File: src/rtl/dft_pkg.sv
// Shared constants, FSM encoding and address helper for the dft_block bus master.
package dft_pkg;

    localparam logic [7:0]  DFT_BASE_ADR = 8'hF8;
    localparam int unsigned DFT_NPTS     = 8;

    typedef enum logic [1:0] {
        FILL = 2'd0,
        WAIT = 2'd1,
        READ = 2'd2,
        OUT  = 2'd3
    } loader_state_e;

    // The window never crosses 8'hFF (checked at elaboration), so a plain 8-bit add is exact.
    function automatic logic [7:0] window_adr(input logic [7:0] base, input logic [7:0] idx);
        return base + idx;
    endfunction

endpackage

File: src/rtl/dft_frame_loader.sv
// Bus master for dft_block: streams a frame into its window, waits for the transform,
// then reads the results back out onto a valid/ready stream.
module dft_frame_loader
    import dft_pkg::*;
#(
    parameter int unsigned WIDTH    = 8,
    parameter int unsigned NPTS     = DFT_NPTS,
    parameter logic [7:0]  BASE_ADR = DFT_BASE_ADR,
    parameter int unsigned LATENCY  = 4
) (
    input  logic             clk,
    input  logic             reset,
    input  logic             s_valid,
    output logic             s_ready,
    input  logic [WIDTH-1:0] s_data,
    output logic             memwrite,
    output logic [7:0]       adr,
    output logic [WIDTH-1:0] writedata,
    input  logic [WIDTH-1:0] memdata,
    output logic             r_valid,
    input  logic             r_ready,
    output logic [WIDTH-1:0] r_data,
    output logic             frame_done,
    output logic [7:0]       frame_cnt
);

    localparam int unsigned   IW       = $clog2(NPTS);
    localparam int unsigned   CW       = (LATENCY < 2) ? 1 : $clog2(LATENCY + 1);
    localparam logic [IW-1:0] LAST_IDX = IW'(NPTS - 1);
    localparam logic [CW-1:0] LAT_LOAD = CW'(LATENCY);

    if ((int'(BASE_ADR) + int'(NPTS) - 1 > 255) || (NPTS < 2) || (LATENCY < 1)) begin : g_bad_params
        $error("dft_frame_loader: window exceeds 8'hFF, NPTS < 2 or LATENCY < 1");
    end

    loader_state_e    state_q, state_d;
    logic [IW-1:0]    idx_q, idx_d;
    logic [CW-1:0]    cnt_q, cnt_d;
    logic             s_ready_q, s_ready_d;
    logic             memwrite_q, memwrite_d;
    logic [7:0]       adr_q, adr_d;
    logic [WIDTH-1:0] writedata_q, writedata_d;
    logic             r_valid_q, r_valid_d;
    logic [WIDTH-1:0] r_data_q, r_data_d;
    logic             frame_done_q, frame_done_d;
    logic [7:0]       frame_cnt_q, frame_cnt_d;

    always_comb begin
        // NOTE: every _d gets a default before the case, so no branch can leave one unassigned and infer a latch.
        state_d      = state_q;
        idx_d        = idx_q;
        cnt_d        = cnt_q;
        s_ready_d    = 1'b0;
        memwrite_d   = 1'b0;
        adr_d        = adr_q;
        writedata_d  = writedata_q;
        r_valid_d    = r_valid_q;
        r_data_d     = r_data_q;
        frame_done_d = 1'b0;
        frame_cnt_d  = frame_cnt_q;

        case (state_q)
            FILL: begin
                s_ready_d = 1'b1;
                if (s_valid && s_ready_q) begin
                    memwrite_d  = 1'b1;
                    adr_d       = window_adr(BASE_ADR, 8'(idx_q));
                    writedata_d = s_data;
                    if (idx_q == LAST_IDX) begin
                        idx_d     = '0;
                        cnt_d     = LAT_LOAD;
                        s_ready_d = 1'b0;
                        state_d   = WAIT;
                    end else begin
                        idx_d = idx_q + 1'b1;
                    end
                end
            end

            WAIT: begin
                // Address is presented on the way into READ so memdata is settled during READ.
                if (cnt_q == CW'(1)) begin
                    adr_d   = window_adr(BASE_ADR, 8'(idx_q));
                    state_d = READ;
                end else begin
                    cnt_d = cnt_q - 1'b1;
                end
            end

            READ: begin
                r_data_d  = memdata;
                r_valid_d = 1'b1;
                state_d   = OUT;
            end

            OUT: begin
                if (r_valid_q && r_ready) begin
                    r_valid_d = 1'b0;
                    if (idx_q == LAST_IDX) begin
                        idx_d        = '0;
                        frame_done_d = 1'b1;
                        frame_cnt_d  = frame_cnt_q + 1'b1;
                        s_ready_d    = 1'b1;
                        state_d      = FILL;
                    end else begin
                        idx_d   = idx_q + 1'b1;
                        adr_d   = window_adr(BASE_ADR, 8'(idx_q + 1'b1));
                        state_d = READ;
                    end
                end
            end

            default: state_d = FILL;
        endcase
    end

    always_ff @(posedge clk or posedge reset) begin
        if (reset) begin
            state_q      <= FILL;
            idx_q        <= '0;
            cnt_q        <= '0;
            s_ready_q    <= 1'b0;
            memwrite_q   <= 1'b0;
            adr_q        <= BASE_ADR;
            writedata_q  <= '0;
            r_valid_q    <= 1'b0;
            r_data_q     <= '0;
            frame_done_q <= 1'b0;
            frame_cnt_q  <= '0;
        end else begin
            // NOTE: non-blocking so every register samples its peers' pre-edge values.
            state_q      <= state_d;
            idx_q        <= idx_d;
            cnt_q        <= cnt_d;
            s_ready_q    <= s_ready_d;
            memwrite_q   <= memwrite_d;
            adr_q        <= adr_d;
            writedata_q  <= writedata_d;
            r_valid_q    <= r_valid_d;
            r_data_q     <= r_data_d;
            frame_done_q <= frame_done_d;
            frame_cnt_q  <= frame_cnt_d;
        end
    end

    assign s_ready    = s_ready_q;
    assign memwrite   = memwrite_q;
    assign adr        = adr_q;
    assign writedata  = writedata_q;
    assign r_valid    = r_valid_q;
    assign r_data     = r_data_q;
    assign frame_done = frame_done_q;
    assign frame_cnt  = frame_cnt_q;

endmodule

File: config.mk
export PLATFORM = sky130hd
export DESIGN_NAME = dft_frame_loader
export DESIGN_NICKNAME = d
export VERILOG_FILES = /design/src/rtl/dft_pkg.sv /design/src/rtl/dft_frame_loader.sv
export SDC_FILE = /design/constraint.sdc
export NUM_CORES = 1
export LEC_CHECK = 0
export ABC_CLOCK_PERIOD_IN_PS = 5400
export CORE_MARGIN = 5
export CORE_UTILIZATION = 50
export CTS_CLUSTER_SIZE = 40
export DETAILED_ROUTE_END_ITERATION = 12
export PLACE_DENSITY = 0.83
export SYNTH_ARGS = -nofsm -noshare
export SYNTH_HDL_FRONTEND = slang
export SYNTH_SLANG_ARGS = --single-unit
File: constraint.sdc
create_clock -name clk -period 5.4 [get_ports clk]
set_input_delay 0.81 -clock clk [delete_from_list [all_inputs] [get_ports clk]]
set_output_delay 0.81 -clock clk [all_outputs]
set_load 0.01 [all_outputs]
==> qor.yml <==
run_status:
  outcome: "finished clean"
global_route:
  grt_pass1_wl_mm: 6.51
  overflow: 0
  grt_max_degree: 41
  track_usage: 0.163
  grt_pass1_vias: 1411
  antenna_found_initial: 0
worst_setup_path:
  timing.rr.start: "state_q[0]$_DFFE_PP0P_"
  startpoint_type: "input pin"
  path_max_fanout: 4
  reg2reg_depth: 5
  critPathSlowestCell: "clkdlybuf4s50_1"
  cp_data_arrival_time_ps: 2410
  worstPathRequired_ps: 5570
  max_stage_delay_ps: 550
  worstPathCellList: "clkdlybuf4s50_1 -> a21boi_4 -> a211o_1 -> a221o_2 -> mux2_4"
  path_class: "in -> reg"
  r2r_slack_ps: 3330
  rr_endpoint: "adr[0]$_DFFE_PP0P_"
  worstSetupEndpointType: "flop"
drt:
  met1Wirelength_mm: 1.49
  routed-wl-met2_mm: 1.76
  vias: 1316
  route.met3.wl_um: 485
  drtIter0Drc: 54
  drc_errors: 0
  drt.antenna.violating_nets: 0
  vias_per_cell: 5.24
  top_layer_used: "met4"
  routedWlPerCell_um: 15.1
  wl_mm: 3.79
  drt_pass1_iterations: 5
clock_network:
  cts.sinks: 40
  cts_max_path_buffers: 2
  hold_buffers: 0
  cts-resized-gates: 0
  cts_buffers: 5
  insertion_delay_ps: 280
  clkTransAtPathRegs_ps: 70
  post_cts_buffers: 0
  cts_tree: "yes"
  cts_root_buf: "clkbuf_8"
  cts-htree-levels: 2
power:
  vdd_ir_drop_max_v: 0.000366
  p_int_w: 0.000918
  p_per_area_mw_per_mm2: 548
  seqPwrFrac: 0.367
  p_switching_w: 0.000464
  pwr-share-clk: 0.130
  comb_power_share: 0.503
  switching_share: 0.336
  leakagePower_nw: 1.12
finish:
  mostFrequentLayoutCells: "clkdlybuf4s50_1 (55), dfrtp_1 (39), mux2_2 (20), ha_1 (10), inv_1 (9)"
  areaGrowthSynthToFinish_pct: 34.5
  diodes: 0
  final_common_cell: "clkdlybuf4s50_1"
  nets: 233
  final_cells: 251
  fill_cells: 278
  register_area_mm2: 0.00100
  drive_above_1_share: 0.182
  multi_input_area_um2: 788
logic_synthesis:
  ys_types: 34
  synth_compound_area_frac: 0.0908
  synth_fp_nets: 177
  syn-cell-area_mm2: 0.00187
  yosysWarnings: 0
  synth_xor_area_frac: 0.0374
  synth_fa_ha_area_frac: 0.0668
  yosysSeqAreaShare: 0.535
  synth_seq_cells: 40
  syn_area_per_cell_um2: 12.7
  synth_top_family_by_area: "multiplexers"
  synth_cells: 147
  synth_mux_area_frac: 0.152
  yosys.area_share.simple: 0.0735
die:
  core_mm2: 0.00363
  die_w_um: 71.2
  ioPinCount: 56
  die_area_mm2: 0.00507
  initial_core_util: 0.515
  die_height_um: 71.2
  rows: 22
flow_run:
  cap_violations: 0
placement:
  gp_congestion: 0.753
  port-buffer-count: 55
  place_inst: 244
  dp_hpwl_mm: 2.90
sta:
  timing.final.crit_share: 0.415
  setup_viol: 0
  slew_headroom: 0.652
  slew_violations: 0
  final.setup.tns_ps: 0
  tightest_slew_ps: 518
  fin_skew_ps: 2.09
  max_freq_mhz: 446
  finalHoldViolations: 0
  rsz0062_at_grt: "no"
  min_period_ps: 2240
hold_path:
  holdPathStages: 1
  holdPathEnd: "frame_cnt[7]$_DFFE_PP0P_"
  hp-start: "frame_cnt[7]$_DFFE_PP0P_"
  min_path_type: "reg -> reg"
-- power groups by stage --
stage | logic [W] | registers (W) | clock network, W
after CTS | 0.000702 | 0.000507 | 0.000188
after global routing | 0.000756 | 0.000525 | 0.000204
after detailed placement | 0.000694 | 0.000510 | 0
after floorplan | 0.000398 | 0.000536 | 0
after global placement | 0.000665 | 0.000500 | 0
final | 0.000694 | 0.000507 | 0.000180
-- cells by family (layout without fill, tap and decap cells) --
logic type,count (synthesis),count (layout)
DFF,40,40
xor gates and xnor gates,8,8
and+or+nand+nor,28,28
adders and majority gates,10,10
muxes,24,24
AOI/OAI and AO/OA,21,21
buffers and inverters,16,72
-- cell usage after synthesis (all sizes together) --
master | instances | share of area
nand3 | 4 | 0.011
o22ai | 1 | 0.0033
a22o | 3 | 0.014
o211ai | 1 | 0.0040
a31o | 1 | 0.0047
o21ai | 1 | 0.0027
a211oi | 2 | 0.0080
nor2b | 2 | 0.0067
clkbuf | 2 | 0.0040
a21boi | 1 | 0.010
a221oi | 1 | 0.0047
a211o | 1 | 0.0047
xnor2 | 7 | 0.033
a221o | 1 | 0.0060
inv | 9 | 0.018
and2 | 3 | 0.010
a21bo | 1 | 0.0053
xor2 | 1 | 0.0047
a21o | 1 | 0.0040
ha | 10 | 0.067
nand4 | 4 | 0.013
nor2 | 5 | 0.010
a31oi | 1 | 0.0033
nand2b | 1 | 0.0033
a21oi | 4 | 0.011
dfrtp | 39 | 0.52
dfstp | 1 | 0.014
mux2 | 24 | 0.15
o22a | 1 | 0.0053
buf | 5 | 0.022
nand2 | 8 | 0.016
and3 | 1 | 0.0033
-- layout make-up --
cell class / instances / area share
clock buffer: 6 / 0.0288
clock inverter: 1 / 0.00199
inverter: 9 / 0.0134
multi-input combinational: 91 / 0.313
sequential: 40 / 0.398
tap: 48 / 0.0238
timing repair buffer: 56 / 0.221
-- worst max-delay path: cells and delay by family --
kind	cells	cell delay (ps)
AOI/OAI and AO/OA	3	750
buffers and inverters	1	550
muxes	1	310
-- per-layer routing --
layer / GRT usage / up-vias
li1: - / 625
met1: 0.178 / 621
met2: 0.270 / 62
met3: 0.0909 / 8
met4: 0.0501 / 0
met5: 0 / -
-- how the worst max path moves through the flow --
stage | from | end | slack [ps] | cells after the start
final | r_ready | adr[0]$_DFFE_PP0P_ | 3160 | 5
after global routing | r_ready | adr[0]$_DFFE_PP0P_ | 3130 | 5
after CTS | adr[6]$_DFFE_PP1P_ | adr[7] | 3150 | 1
after detailed placement | r_ready | adr[2]$_DFFE_PP0P_ | 2860 | 5
after global placement | r_ready | adr[1]$_DFFE_PP0P_ | 2900 | 5
after floorplan | state_q[0]$_DFFE_PP0P_ | adr[0]$_DFFE_PP0P_ | 3470 | 6
-- stage by stage --
step,util,hold slack [ps],power [W],area (µm²),setup slack (ps)
4_1_cts,0.694,479,0.00140,2520,3150
3_3_place_gp,0.672,465,0.00117,2440,2900
6_report,0.694,475,0.00138,2520,3160
3_5_place_dp,0.672,466,0.00120,2440,2860
5_1_grt,0.694,511,0.00148,2520,3130
2_1_floorplan,-,496,0.000933,1870,3470
-- state kept, by name, summed over array words and instances (netlist names) --
name        count
adr             4
cnt_q           3
frame_cnt       8
frame_done      1
idx_q           3
memwrite        1
r_data          8
r_valid         1
s_ready         1
state_q         2
writedata       8
Power figures use the tool's default switching activity.
